[src/rtl/pipelined_adder.sv]
// WIDTH-bit adder resolving CHUNK bits per stage, with valid/ready flow control on both sides.
// Define PIPELINED_ADDER_OVERFLOW_EN to add the signed-overflow output ovf.
module pipelined_adder #(
    parameter int unsigned WIDTH  = 16,
    parameter int unsigned STAGES = 4
) (
    input  logic             clk,
    input  logic             rst_n,
    input  logic             in_valid,
    output logic             in_ready,
    input  logic [WIDTH-1:0] a,
    input  logic [WIDTH-1:0] b,
    input  logic             c_in,
    output logic             out_valid,
    input  logic             out_ready,
    output logic [WIDTH-1:0] sum,
`ifdef PIPELINED_ADDER_OVERFLOW_EN
    output logic             ovf,
`endif
    output logic             c_out
);

    localparam int unsigned CHUNK = WIDTH / STAGES;
    localparam int unsigned LAST  = STAGES - 1;

    // Index 0 is the input port side; index k > 0 is the register contents of stage k-1.
    logic [STAGES-1:0] w_up_v;
    logic [STAGES-1:0] w_up_c;
    logic [WIDTH-1:0]  w_up_a   [STAGES];
    logic [WIDTH-1:0]  w_up_b   [STAGES];
    logic [WIDTH-1:0]  w_up_sum [STAGES];
    logic [STAGES:0]   w_rdy;

    assign w_up_v[0]     = in_valid;
    assign w_up_c[0]     = c_in;
    assign w_up_a[0]     = a;
    assign w_up_b[0]     = b;
    assign w_up_sum[0]   = '0;
    assign w_rdy[STAGES] = out_ready;
    assign in_ready      = w_rdy[0];

    for (genvar k = 0; k < STAGES; k++) begin : gen_stage
        logic             r_v;
        logic             r_carry;
        logic [WIDTH-1:0] r_sum;
        logic [CHUNK:0]   w_add;
        logic [WIDTH-1:0] w_new_sum;

        assign w_rdy[k] = !r_v || w_rdy[k+1];
        assign w_add    = {1'b0, w_up_a[k][k*CHUNK +: CHUNK]}
                        + {1'b0, w_up_b[k][k*CHUNK +: CHUNK]}
                        + {{CHUNK{1'b0}}, w_up_c[k]};

        always_comb begin
            w_new_sum                      = w_up_sum[k];
            w_new_sum[k*CHUNK +: CHUNK]    = w_add[CHUNK-1:0];
        end

        always_ff @(posedge clk or negedge rst_n) begin
            if (!rst_n) begin
                r_v     <= 1'b0;
                r_carry <= 1'b0;
                r_sum   <= '0;
            end else if (w_rdy[k]) begin
                r_v <= w_up_v[k];
                // Bubbles leave the data untouched so outputs only move on real results.
                if (w_up_v[k]) begin
                    r_carry <= w_add[CHUNK];
                    r_sum   <= w_new_sum;
                end
            end
        end

        if (k < LAST) begin : gen_fwd
            logic [WIDTH-1:0] r_a;
            logic [WIDTH-1:0] r_b;

            always_ff @(posedge clk or negedge rst_n) begin
                if (!rst_n) begin
                    r_a <= '0;
                    r_b <= '0;
                end else if (w_rdy[k] && w_up_v[k]) begin
                    r_a <= w_up_a[k];
                    r_b <= w_up_b[k];
                end
            end

            assign w_up_v[k+1]   = r_v;
            assign w_up_c[k+1]   = r_carry;
            assign w_up_a[k+1]   = r_a;
            assign w_up_b[k+1]   = r_b;
            assign w_up_sum[k+1] = r_sum;
        end else begin : gen_out
            // Only the top chunk (and MSBs for overflow) of the operands matter here.
            logic w_unused_ab;
            assign w_unused_ab = ^{w_up_a[k], w_up_b[k]};

            assign out_valid = r_v;
            assign sum       = r_sum;
            assign c_out     = r_carry;

`ifdef PIPELINED_ADDER_OVERFLOW_EN
            logic r_ovf;

            always_ff @(posedge clk or negedge rst_n) begin
                if (!rst_n) begin
                    r_ovf <= 1'b0;
                end else if (w_rdy[k] && w_up_v[k]) begin
                    r_ovf <= (w_up_a[k][WIDTH-1] == w_up_b[k][WIDTH-1])
                          && (w_new_sum[WIDTH-1] != w_up_a[k][WIDTH-1]);
                end
            end

            assign ovf = r_ovf;
`endif
        end
    end

endmodule

[config.mk]
export PLATFORM = sky130hd
export DESIGN_NAME = pipelined_adder
export DESIGN_NICKNAME = d
export VERILOG_FILES = /design/src/rtl/pipelined_adder.sv
export SDC_FILE = /design/constraint.sdc
export NUM_CORES = 1
export LEC_CHECK = 0
export CORE_MARGIN = 2
export CORE_UTILIZATION = 40
export DETAILED_ROUTE_END_ITERATION = 8
export GPL_TIMING_DRIVEN = 0
export HOLD_SLACK_MARGIN = 0.12
export SLEW_MARGIN = 20
export SYNTH_ARGS = -nofsm -noshare
export SYNTH_HDL_FRONTEND = slang
export SYNTH_SLANG_ARGS = --single-unit
[constraint.sdc]
create_clock -name clk -period 1.8 [get_ports clk]
set_input_delay 0.27 -clock clk [delete_from_list [all_inputs] [get_ports clk]]
set_output_delay 0.27 -clock clk [all_outputs]
set_load 0.01 [all_outputs]
==> results of run 1 <==
==> flip-flops by register name (all words and copies together), names as in the netlist <==
register / count
gen_stage.gen_fwd.r_b: 24
out_valid: 1
gen_stage.gen_fwd.r_a: 24
gen_stage.r_carry: 3
c_out: 1
gen_stage.r_v: 3
gen_stage.r_sum: 24
sum: 16
==> power by group through the flow <==
stage,sequential [mW],clock (mW),combinational [mW]
2_1_floorplan,3.30,0,1.33
3_3_place_gp,3.31,0,2.13
3_5_place_dp,3.33,0,2.17
4_1_cts,3.29,1.51,2.20
5_1_grt,3.39,1.59,2.42
6_report,3.27,1.46,2.15
==> layer usage <==
metal / up-vias / global-route usage (%) / wire length, um
met1: 1132 / 18.3 / 3260
li1: 1118 / - / -
met5: - / 0 / 0
met3: 10 / 2.81 / 165
met4: 0 / 6.57 / 150
met2: 40 / 20.4 / 3020
==> synth_stat cells, types with 2 or more instances <==
cell,n
dfrtp_1,96
mux2_2,75
nand2_1,18
o21ai_0,15
inv_1,13
ha_1,12
a21o_1,8
a21oi_1,8
fa_1,8
xor2_1,7
buf_2,4
buf_4,3
buf_6,3
nand2b_1,3
mux2_1,2
or2_2,2
==> tightest hold or removal path, cell delays in order <==
cell and delay (ns):
dlymetal6s2s_1 0.12, nand3b_1 0.14, nand2b_1 0.05
==> how the worst min path moves through the flow <==
stage / to / cells after the start / slack [ns] / start
floorplan: c_out$_DFFE_PN0P_ / 0 / -0.03 / rst_n
CTS: out_valid$_DFFE_PN0P_ / 2 / 0.40 / rst_n
finish: gen_stage[2].r_v$_DFFE_PN0P_ / 3 / 0.26 / out_ready
global route: gen_stage[2].r_v$_DFFE_PN0P_ / 3 / 0.29 / out_ready
detailed placement: out_valid$_DFFE_PN0P_ / 1 / 0.23 / rst_n
global placement: sum[13]$_DFFE_PN0P_ / 2 / 0.46 / sum[13]$_DFFE_PN0P_
==> timing repair <==
action,4_1_cts,5_1_grt
hold endpoints to repair,47,0
endpoints found under the setup margin,1,11
buffers inserted,4,0
resized for setup,2,4
hold buffers,1,0
pin swaps,1,0
==> layout make-up <==
class,count,share of cell area [%]
multi-input cells,163,30.9
repair buffers,61,12.2
clock inverters,5,1.25
clock buffers,11,2.96
well taps,133,3.26
inverters,13,0.955
plain buffers,10,1.54
flip-flops and latches,96,47.0
==> stage by stage <==
step	util (%)	hold slack, ns	TNS (ns)	power, mW	instances
after floorplan	-	-0.0256	0	4.63	282
after global placement	48.8	0.463	-305.43	5.44	470
after detailed placement	49.1	0.233	-9.74	5.51	471
after CTS	51.7	0.399	0	6.99	492
after global routing	51.8	0.290	0	7.40	492
final	51.8	0.261	0	6.88	492
==> cells by family after synthesis <==
group / Yosys count / share of synthesized area (%)
compound gates: 32 / 4.68
fa+ha+maj: 20 / 7.58
buf+inv: 23 / 3.06
mux: 77 / 21.2
xor+xnor: 8 / 1.71
simple gates: 26 / 3.12
flops: 96 / 58.7
==> results by group, run 1 <==
Worst setup path
  – CP Buf/Inv Count: 2
  – Max incr delay on CP: 0.48 ns
  – Critical path depth: 7
  – CP startpoint: gen_stage[0].r_carry$_DFFE_PN0P_
  – R2R cell count: 7
  – Critical Path End: gen_stage[1].r_carry$_DFFE_PN0P_
  – Worst r2r src: gen_stage[0].r_carry$_DFFE_PN0P_
  – Critical path launch point type: flop
  – CP max-delay cell: fa_1
  – Top delay family on crit path: adder cells
  – Req. time, crit path: 2.05 ns
  – Critical path class: flop to flop
  – Critical path fanouts, max: 2
  – Critical path, cell by cell: fa_1 -> inv_1 -> fa_1 -> inv_1 -> a21o_1 -> a21oi_1 -> o21ai_0
  – R2r endpoint: gen_stage[1].r_carry$_DFFE_PN0P_
  – Worst setup EP type: flop
  – WP data arrival: 1.95 ns
  – R2R Setup Slk: 0.10 ns

Drt
  – DR WL/cell: 13.4 um
  – First-pass iteration count of the detailed router: 4
  – DR DRC count: 0
  – Drt via density: 4.67
  – DR iter-0 viols: 73
  – Routed Antenna Nets: 0
  – Vias: 2300
  – Routed wire length: 6600 um

Yosys
  – EDFF count, synth: 0
  – Post-synth net total: 339
  – Synth Register Bits: 96
  – Asr flop ratio synth: 100%
  – Total number of yosys warnings: 0
  – Syn Std Cell Area: 4090 um2
  – Prevailing post-synth register cell: dfrtp_1
  – Leading area contributor after synthesis: dfrtp_1
  – Top cell type's share of synthesized area: 58.7%
  – Register area share after synthesis: 58.7%
  – Syn avg cell area: 14.5 um2
  – Largest cells by area after synthesis: dfrtp_1 (59%), mux2_2 (21%), fa_1 (3.9%)
  – Cells after synthesis: 282
  – Distinct cell type count after synthesis: 21

Floorplanning
  – Ports: 56
  – Starting Density: 41.5%
  – Core area: 9860 um2
  – Die area: 11100 um2
  – Die Wd: 105 um
  – Die Span Y: 105 um
  – Row cnt: 36

Layout
  – Area delta synth->final: 24.8%
  – Multi-input gate area: 1580 um2
  – Seq. cell area: 2400 um2
  – Final net count: 411
  – Fillers: 861
  – Layout cell share with drive strength beyond 1: 31.2%
  – Leading cell type in the layout, fill and taps excluded: dfrtp_1
  – Commonest non-fill, non-tap cells in the layout: dfrtp_1 (96), mux2_2 (75), clkdlybuf4s50_1 (52)
  – Design Area, Final: 5110 um2
  – Ant. Diodes: 0

STA
  – Final setup viols: 0
  – Setup Skew: 0.00968 ns
  – Max-slew violations: 0
  – Min Tclk post-route: 1.70 ns
  – Slew HR: 69.8%
  – Actual slew at the worst max-slew pin: 0.453 ns
  – Final hold vios: 0
  – RSZ-0062 raised after global routing: no
  – Worst setup margin: 0.102 ns
  – F_max: 589 MHz
  – Fin crit share: 94.3%

CTS
  – CTS tree: built
  – Clk_lat worst skew: 0.36 ns
  – CTS Sinks: 96
  – H-tree Lvls: 3
  – Root Driver: clkbuf_8
  – Clock Tree Buf Depth: 2
  – Clock Pin Slew Worst Setup and Hold Paths: 0.09 ns
  – CTS Buf Count: 9

Power and ir drop
  – Sequential power share: 47.5%
  – Switching Share: 28.6%
  – Clock network fraction of design power: 21.2%
  – Comb power frac: 31.3%
  – Int Power: 4.91 mW
  – Psw: 1.97 mW
  – P per Cell Area: 1350 nW/um2
  – VDD IR max: 471 uV
  – Pleak: 2.27 nW

GRT
  – Initial antenna violation count: 0
  – Total global-route track usage: 13.4%
  – Pin count of the biggest net entering global routing: 50
  – Total global routing overflow: 0
  – Vias in the first global route: 2340
  – Global-route wire length before repair: 11300 um

Placement
  – Gpl congestion: 0.690
  – Number of I/O port buffers: 55
  – Area post-placement: 4840 um2
  – Pre-CTS WS: -0.332 ns
  – Dpl hpwl: 4900 um

Hold path
  – Hold Crit Class: input pin to flop

Job
  – Max Cap Viol: 0

Outcome
  – Run status: finished, final reports clean
No activity file was read; power rests on OpenSTA's default activity.
==> inputs of run 2 (changes only) <==
Settings changed: CORE_ASPECT_RATIO from default to 0.5.
==> run 2 against run 1 <==
Effect of this change: final area rose by 2.4%; combinational power is 2% higher; flip-flop and latch count unchanged; sequential share of layout area fell by 1.1 points; clock power is 44% higher; core utilization grew 0.11 points; hold slack better by 0.12 ns; setup slack worse by 0.023 ns; non-clock buffer count is 2 lower; largest cell class unchanged; clock-buffer cell count up 1; power grew 10%; clock skew is 0.0039 ns lower.
==> results by group, run 2 (same netlist as run 1, synthesis figures left out) <==
Outcome
  – Run status: finished, final reports clean

Placement
  – Dpl hpwl: 4970 um
  – Pre-CTS WS: -0.352 ns
  – Gpl congestion: 0.700
  – Number of I/O port buffers: 55

CTS
  – Clock Tree Buf Depth: 2
  – Clock Pin Slew Worst Setup and Hold Paths: 0.06 ns
  – CTS tree: built
  – Root Driver: clkbuf_16
  – CTS Sinks: 96
  – Clk_lat worst skew: 0.33 ns
  – CTS Buf Count: 9
  – H-tree Lvls: 3

Drt
  – First-pass iteration count of the detailed router: 4
  – DR DRC count: 0
  – Routed wire length: 6780 um
  – Vias: 2292
  – DR iter-0 viols: 60
  – Routed Antenna Nets: 0
  – Drt via density: 4.61
  – DR WL/cell: 13.6 um

GRT
  – Total global routing overflow: 0
  – Initial antenna violation count: 0
  – Pin count of the biggest net entering global routing: 66
  – Total global-route track usage: 13.7%
  – Vias in the first global route: 2354
  – Global-route wire length before repair: 11500 um

Worst setup path
  – Req. time, crit path: 1.53 ns
  – Max incr delay on CP: 0.44 ns
  – Critical path class: input pin to primary output
  – CP startpoint: out_ready
  – Worst r2r src: gen_stage[2].r_carry$_DFFE_PN0P_
  – R2R Setup Slk: 0.11 ns
  – Critical path launch point type: input pin
  – CP Buf/Inv Count: 2
  – Critical path, cell by cell: clkdlybuf4s50_1 -> nand4b_4 -> or2_2 -> clkdlybuf4s15_1
  – Critical path fanouts, max: 3
  – CP max-delay cell: clkdlybuf4s50_1
  – WP data arrival: 1.45 ns
  – Worst setup EP type: primary output
  – Top delay family on crit path: buffers and inverters

STA
  – Worst setup margin: 0.0788 ns
  – F_max: 581 MHz
  – Setup Skew: 0.00581 ns
  – Setup TNS: 0 ns
  – RSZ-0062 raised after global routing: no
  – Actual slew at the worst max-slew pin: 0.327 ns
  – Fin Hold WS: 0.385 ns
  – Min Tclk post-route: 1.72 ns
  – Slew HR: 78.2%
  – Fin crit share: 95.6%
  – Final hold vios: 0
  – Max-slew violations: 0
  – Final setup viols: 0

Power and ir drop
  – Int Power: 5.53 mW
  – Comb power frac: 29.1%
  – Clock network fraction of design power: 27.7%
  – VDD IR max: 652 uV
  – Switching Share: 27.0%
  – P per Cell Area: 1450 nW/um2
  – Sequential power share: 43.2%
  – Psw: 2.05 mW
  – Pleak: 2.31 nW
  – Total power draw: 7.58 mW

Layout
  – Commonest non-fill, non-tap cells in the layout: dfrtp_1 (96), mux2_2 (75), clkdlybuf4s50_1 (53)
  – Final net count: 409
  – Layout cell share with drive strength beyond 1: 31.9%
  – Biggest regs: gen_stage.gen_fwd.r_a: 24 flops, gen_stage.gen_fwd.r_b: 24 flops, gen_stage.r_sum: 24 flops
  – Leading cell type in the layout, fill and taps excluded: dfrtp_1
  – Area delta synth->final: 27.9%
  – Final design utilization: 51.9%
  – Ant. Diodes: 0

Job
  – Max Cap Viol: 0

Floorplanning
  – Die Span Y: 75.5 um
  – Starting Density: 40.6%
  – Die area: 11100 um2
  – Die Wd: 147 um
  – Ports: 56
  – Row cnt: 26
  – Core area: 10100 um2

Hold path
  – Hold Crit Class: input pin to asynchronous set/reset pin
## run 2: worst paths after layout
check | depth (start not counted) | to
max | 4 | in_ready
min | 2 | gen_stage[0].gen_fwd.r_a[14]$_DFFE_PN0P_
max reg2reg | 7 | c_out$_DFFE_PN0P_
min reg2reg | 2 | gen_stage[0].r_sum[3]$_DFFE_PN0P_
max in group asynchronous | 3 | gen_stage[1].r_carry$_DFFE_PN0P_
min in group clk | 2 | gen_stage[0].r_sum[3]$_DFFE_PN0P_
## run 2: cell type report
| cell class | count | area [um2] |
|---|---|---|
| well taps | 140 | 175 |
| inverters | 13 | 48.8 |
| fillers | 876 | 4850 |
| flip-flops and latches | 96 | 2400 |
| plain buffers | 10 | 76.3 |
| multi-input cells | 163 | 1590 |
| clock inverters | 4 | 75.1 |
| repair buffers | 59 | 604 |
| clock buffers | 12 | 267 |
## run 2: repair_timing
action,4_1_cts,5_1_grt
hold buffers,1,0
gates resized for setup,2,6
endpoints found under the setup margin,1,4
hold endpoints to repair,31,0
buffers inserted,1,1
## run 2: routing by layer
metal / up-vias / track usage (%) / wire (um)
met2: 32 / 24.0 / 3330
met3: 10 / 3.83 / 229
li1: 1109 / - / -
met1: 1141 / 16.9 / 3120
met4: 0 / 4.81 / 95
met5: - / 0 / 0
## run 2: stage by stage
stage	cells	area, um2
6_report	497	5240
5_1_grt	497	5240
4_1_cts	496	5220
3_5_place_dp	478	4850
3_3_place_gp	477	4820
2_1_floorplan	282	4090
## run 2: power by group through the flow
stage / sequential (mW) / combinational [mW] / clock (mW)
2_1_floorplan: 3.30 / 1.33 / 0
3_3_place_gp: 3.30 / 2.14 / 0
3_5_place_dp: 3.33 / 2.22 / 0
4_1_cts: 3.29 / 2.24 / 2.16
5_1_grt: 3.39 / 2.47 / 2.26
6_report: 3.28 / 2.20 / 2.10
==> inputs of run 3 (changes only) <==
Settings changed: CORE_UTILIZATION 40 to 55, DONT_BUFFER_PORTS from default to 1, PLACE_DENSITY from default to 0.7.
==> run 3 against run 2 <==
Effect of this change: the run now ends with negative hold slack left; sequential share of layout area increased by 4.5 points; flip-flop and latch count unchanged; setup slack improved by 0.042 ns; first-iteration DRC count increased by 82%; clock skew increased by 0.00080 ns; core utilization increased by 14 points; cell count decreased by 16%; clock-buffer cell count increased by 2; critical endpoint is now gen_stage[1].r_carry$_DFFE_PN0P_.
==> results by group, run 3 (same netlist as run 1, synthesis figures left out) <==
Outcome
  – Run status: finished, violations left
  – Failing checks: negative hold slack

Layout
  – Area delta synth->final: 16.4%
  – Final net count: 375
  – Fillers: 551
  – Layout cell share with drive strength beyond 1: 33.7%
  – Ant. Diodes: 0
  – Commonest non-fill, non-tap cells in the layout: dfrtp_1 (96), mux2_2 (75), dlygate4sd3_1 (25)
  – Biggest regs: gen_stage.gen_fwd.r_a: 24 flops, gen_stage.gen_fwd.r_b: 24 flops, gen_stage.r_sum: 24 flops
  – Leading cell type in the layout, fill and taps excluded: dfrtp_1

CTS
  – Post-CTS Setup Bufs: 0
  – CTS Sinks: 96
  – Root Driver: clkbuf_16
  – Clock Tree Buf Depth: 2
  – H-tree Lvls: 3
  – Clock Pin Slew Worst Setup and Hold Paths: 0.06 ns
  – CTS Buf Count: 9
  – CTS Hold Bufs: 25
  – CTS tree: built
  – Clk_lat worst skew: 0.34 ns

Floorplanning
  – Die Span Y: 65.0 um
  – Die area: 8190 um2
  – Ports: 56
  – Row cnt: 22
  – Core area: 7270 um2
  – Starting Density: 56.3%
  – Die Wd: 126 um

Worst setup path
  – Top delay family on crit path: adder cells
  – Req. time, crit path: 2.02 ns
  – Critical path fanouts, max: 2
  – Critical path launch point type: flop
  – CP Buf/Inv Count: 2
  – CP max-delay cell: dfrtp_1
  – Worst setup EP type: flop
  – Max incr delay on CP: 0.41 ns
  – Critical path depth: 7
  – R2R cell count: 7
  – WP data arrival: 1.90 ns
  – Critical path, cell by cell: fa_2 -> inv_1 -> fa_2 -> inv_1 -> a21o_1 -> a21oi_2 -> o21ai_0
  – Critical path class: flop to flop

Hold path
  – Hold Crit Class: input pin to asynchronous set/reset pin

Drt
  – DR DRC count: 0
  – DR iter-0 viols: 109
  – Drt via density: 5.28
  – Routed Antenna Nets: 0
  – Routed wire length: 6660 um
  – First-pass iteration count of the detailed router: 4
  – DR WL/cell: 15.9 um
  – Vias: 2211

STA
  – Setup Skew: 0.00661 ns
  – Min Tclk post-route: 1.68 ns
  – Actual slew at the worst max-slew pin: 0.335 ns
  – Slew HR: 77.6%
  – Setup TNS: 0 ns
  – F_max: 595 MHz
  – Final setup viols: 0
  – Max-slew violations: 0
  – Fin crit share: 93.3%
  – RSZ-0062 raised after global routing: no
  – Final hold vios: 96
  – Fin Hold WS: -0.379 ns

Placement
  – Dpl hpwl: 4530 um
  – Number of I/O port buffers: 0
  – Gpl congestion: 0.732

Power and ir drop
  – Pleak: 2.14 nW
  – VDD IR max: 842 uV
  – P per Cell Area: 1440 nW/um2

GRT
  – Pin count of the biggest net entering global routing: 97
  – Total global routing overflow: 0
  – Initial antenna violation count: 0
  – Global-route wire length before repair: 11300 um
  – Vias in the first global route: 2343
  – Total global-route track usage: 18.4%

Job
  – Max Cap Viol: 0
## run 3: per-stage QoR
step / setup slack [ns] / instance area, um2 / util (%) / total power, mW / cells
5_1_grt: 0.00690 / 4770 / 65.6 / 7.33 / 419
3_3_place_gp: 0.116 / 4210 / 58.0 / 4.93 / 378
6_report: 0.121 / 4770 / 65.6 / 6.87 / 419
4_1_cts: 0.0403 / 4750 / 65.4 / 6.91 / 419
2_1_floorplan: 0.198 / 4090 / - / 4.63 / 282
3_5_place_dp: 0.0525 / 4210 / 58.0 / 5.06 / 378
## run 3: report_power, final
part	internal, mW	total [mW]	switching [mW]	leakage [nW]
logic	0.972	1.67	0.703	0.869
clock network	1.05	1.80	0.751	0.139
registers	2.89	3.40	0.509	1.13
total	4.91	6.87	1.96	2.14
## run 3: worst paths after layout
path / to / start / slack (ns)
max in group asynchronous: gen_stage[0].gen_fwd.r_a[7]$_DFFE_PN0P_ / rst_n / 2.02
min in group clk: gen_stage[2].r_v$_DFFE_PN0P_ / out_ready / 0.14
min reg2reg: gen_stage[1].r_sum[7]$_DFFE_PN0P_ / gen_stage[1].r_sum[7]$_DFFE_PN0P_ / 0.47
max reg2reg: gen_stage[1].r_carry$_DFFE_PN0P_ / gen_stage[0].r_carry$_DFFE_PN0P_ / 0.12
min: sum[14]$_DFFE_PN0P_ / rst_n / -0.38
max: gen_stage[1].r_carry$_DFFE_PN0P_ / gen_stage[0].r_carry$_DFFE_PN0P_ / 0.12
## run 3: timing repair
action	4_1_cts	5_1_grt
gates resized for setup	0	6
endpoints found under the setup margin	0	3
hold endpoints to repair	121	96
## run 3: layout make-up
| cell class | instances | area [um2] | share of cell area, % |
|---|---|---|---|
| well taps | 96 | 120 | 2.52 |
| clock inverters | 2 | 12.5 | 0.262 |
| multi-input cells | 163 | 1580 | 33.2 |
| plain buffers | 10 | 76.3 | 1.60 |
| repair buffers | 25 | 250 | 5.25 |
| flip-flops and latches | 96 | 2400 | 50.4 |
| inverters | 13 | 48.8 | 1.02 |
| clock buffers | 14 | 274 | 5.75 |
## run 3: layer usage
layer	track usage (%)	part of all wire [%]	routed length (um)	up-vias
met2	30.9	51	3430	34
met3	6.69	3.9	258	5
met1	22.8	44	2920	1134
met4	4.95	0.77	51	0
li1	-	-	-	1038
met5	0	0	0	-
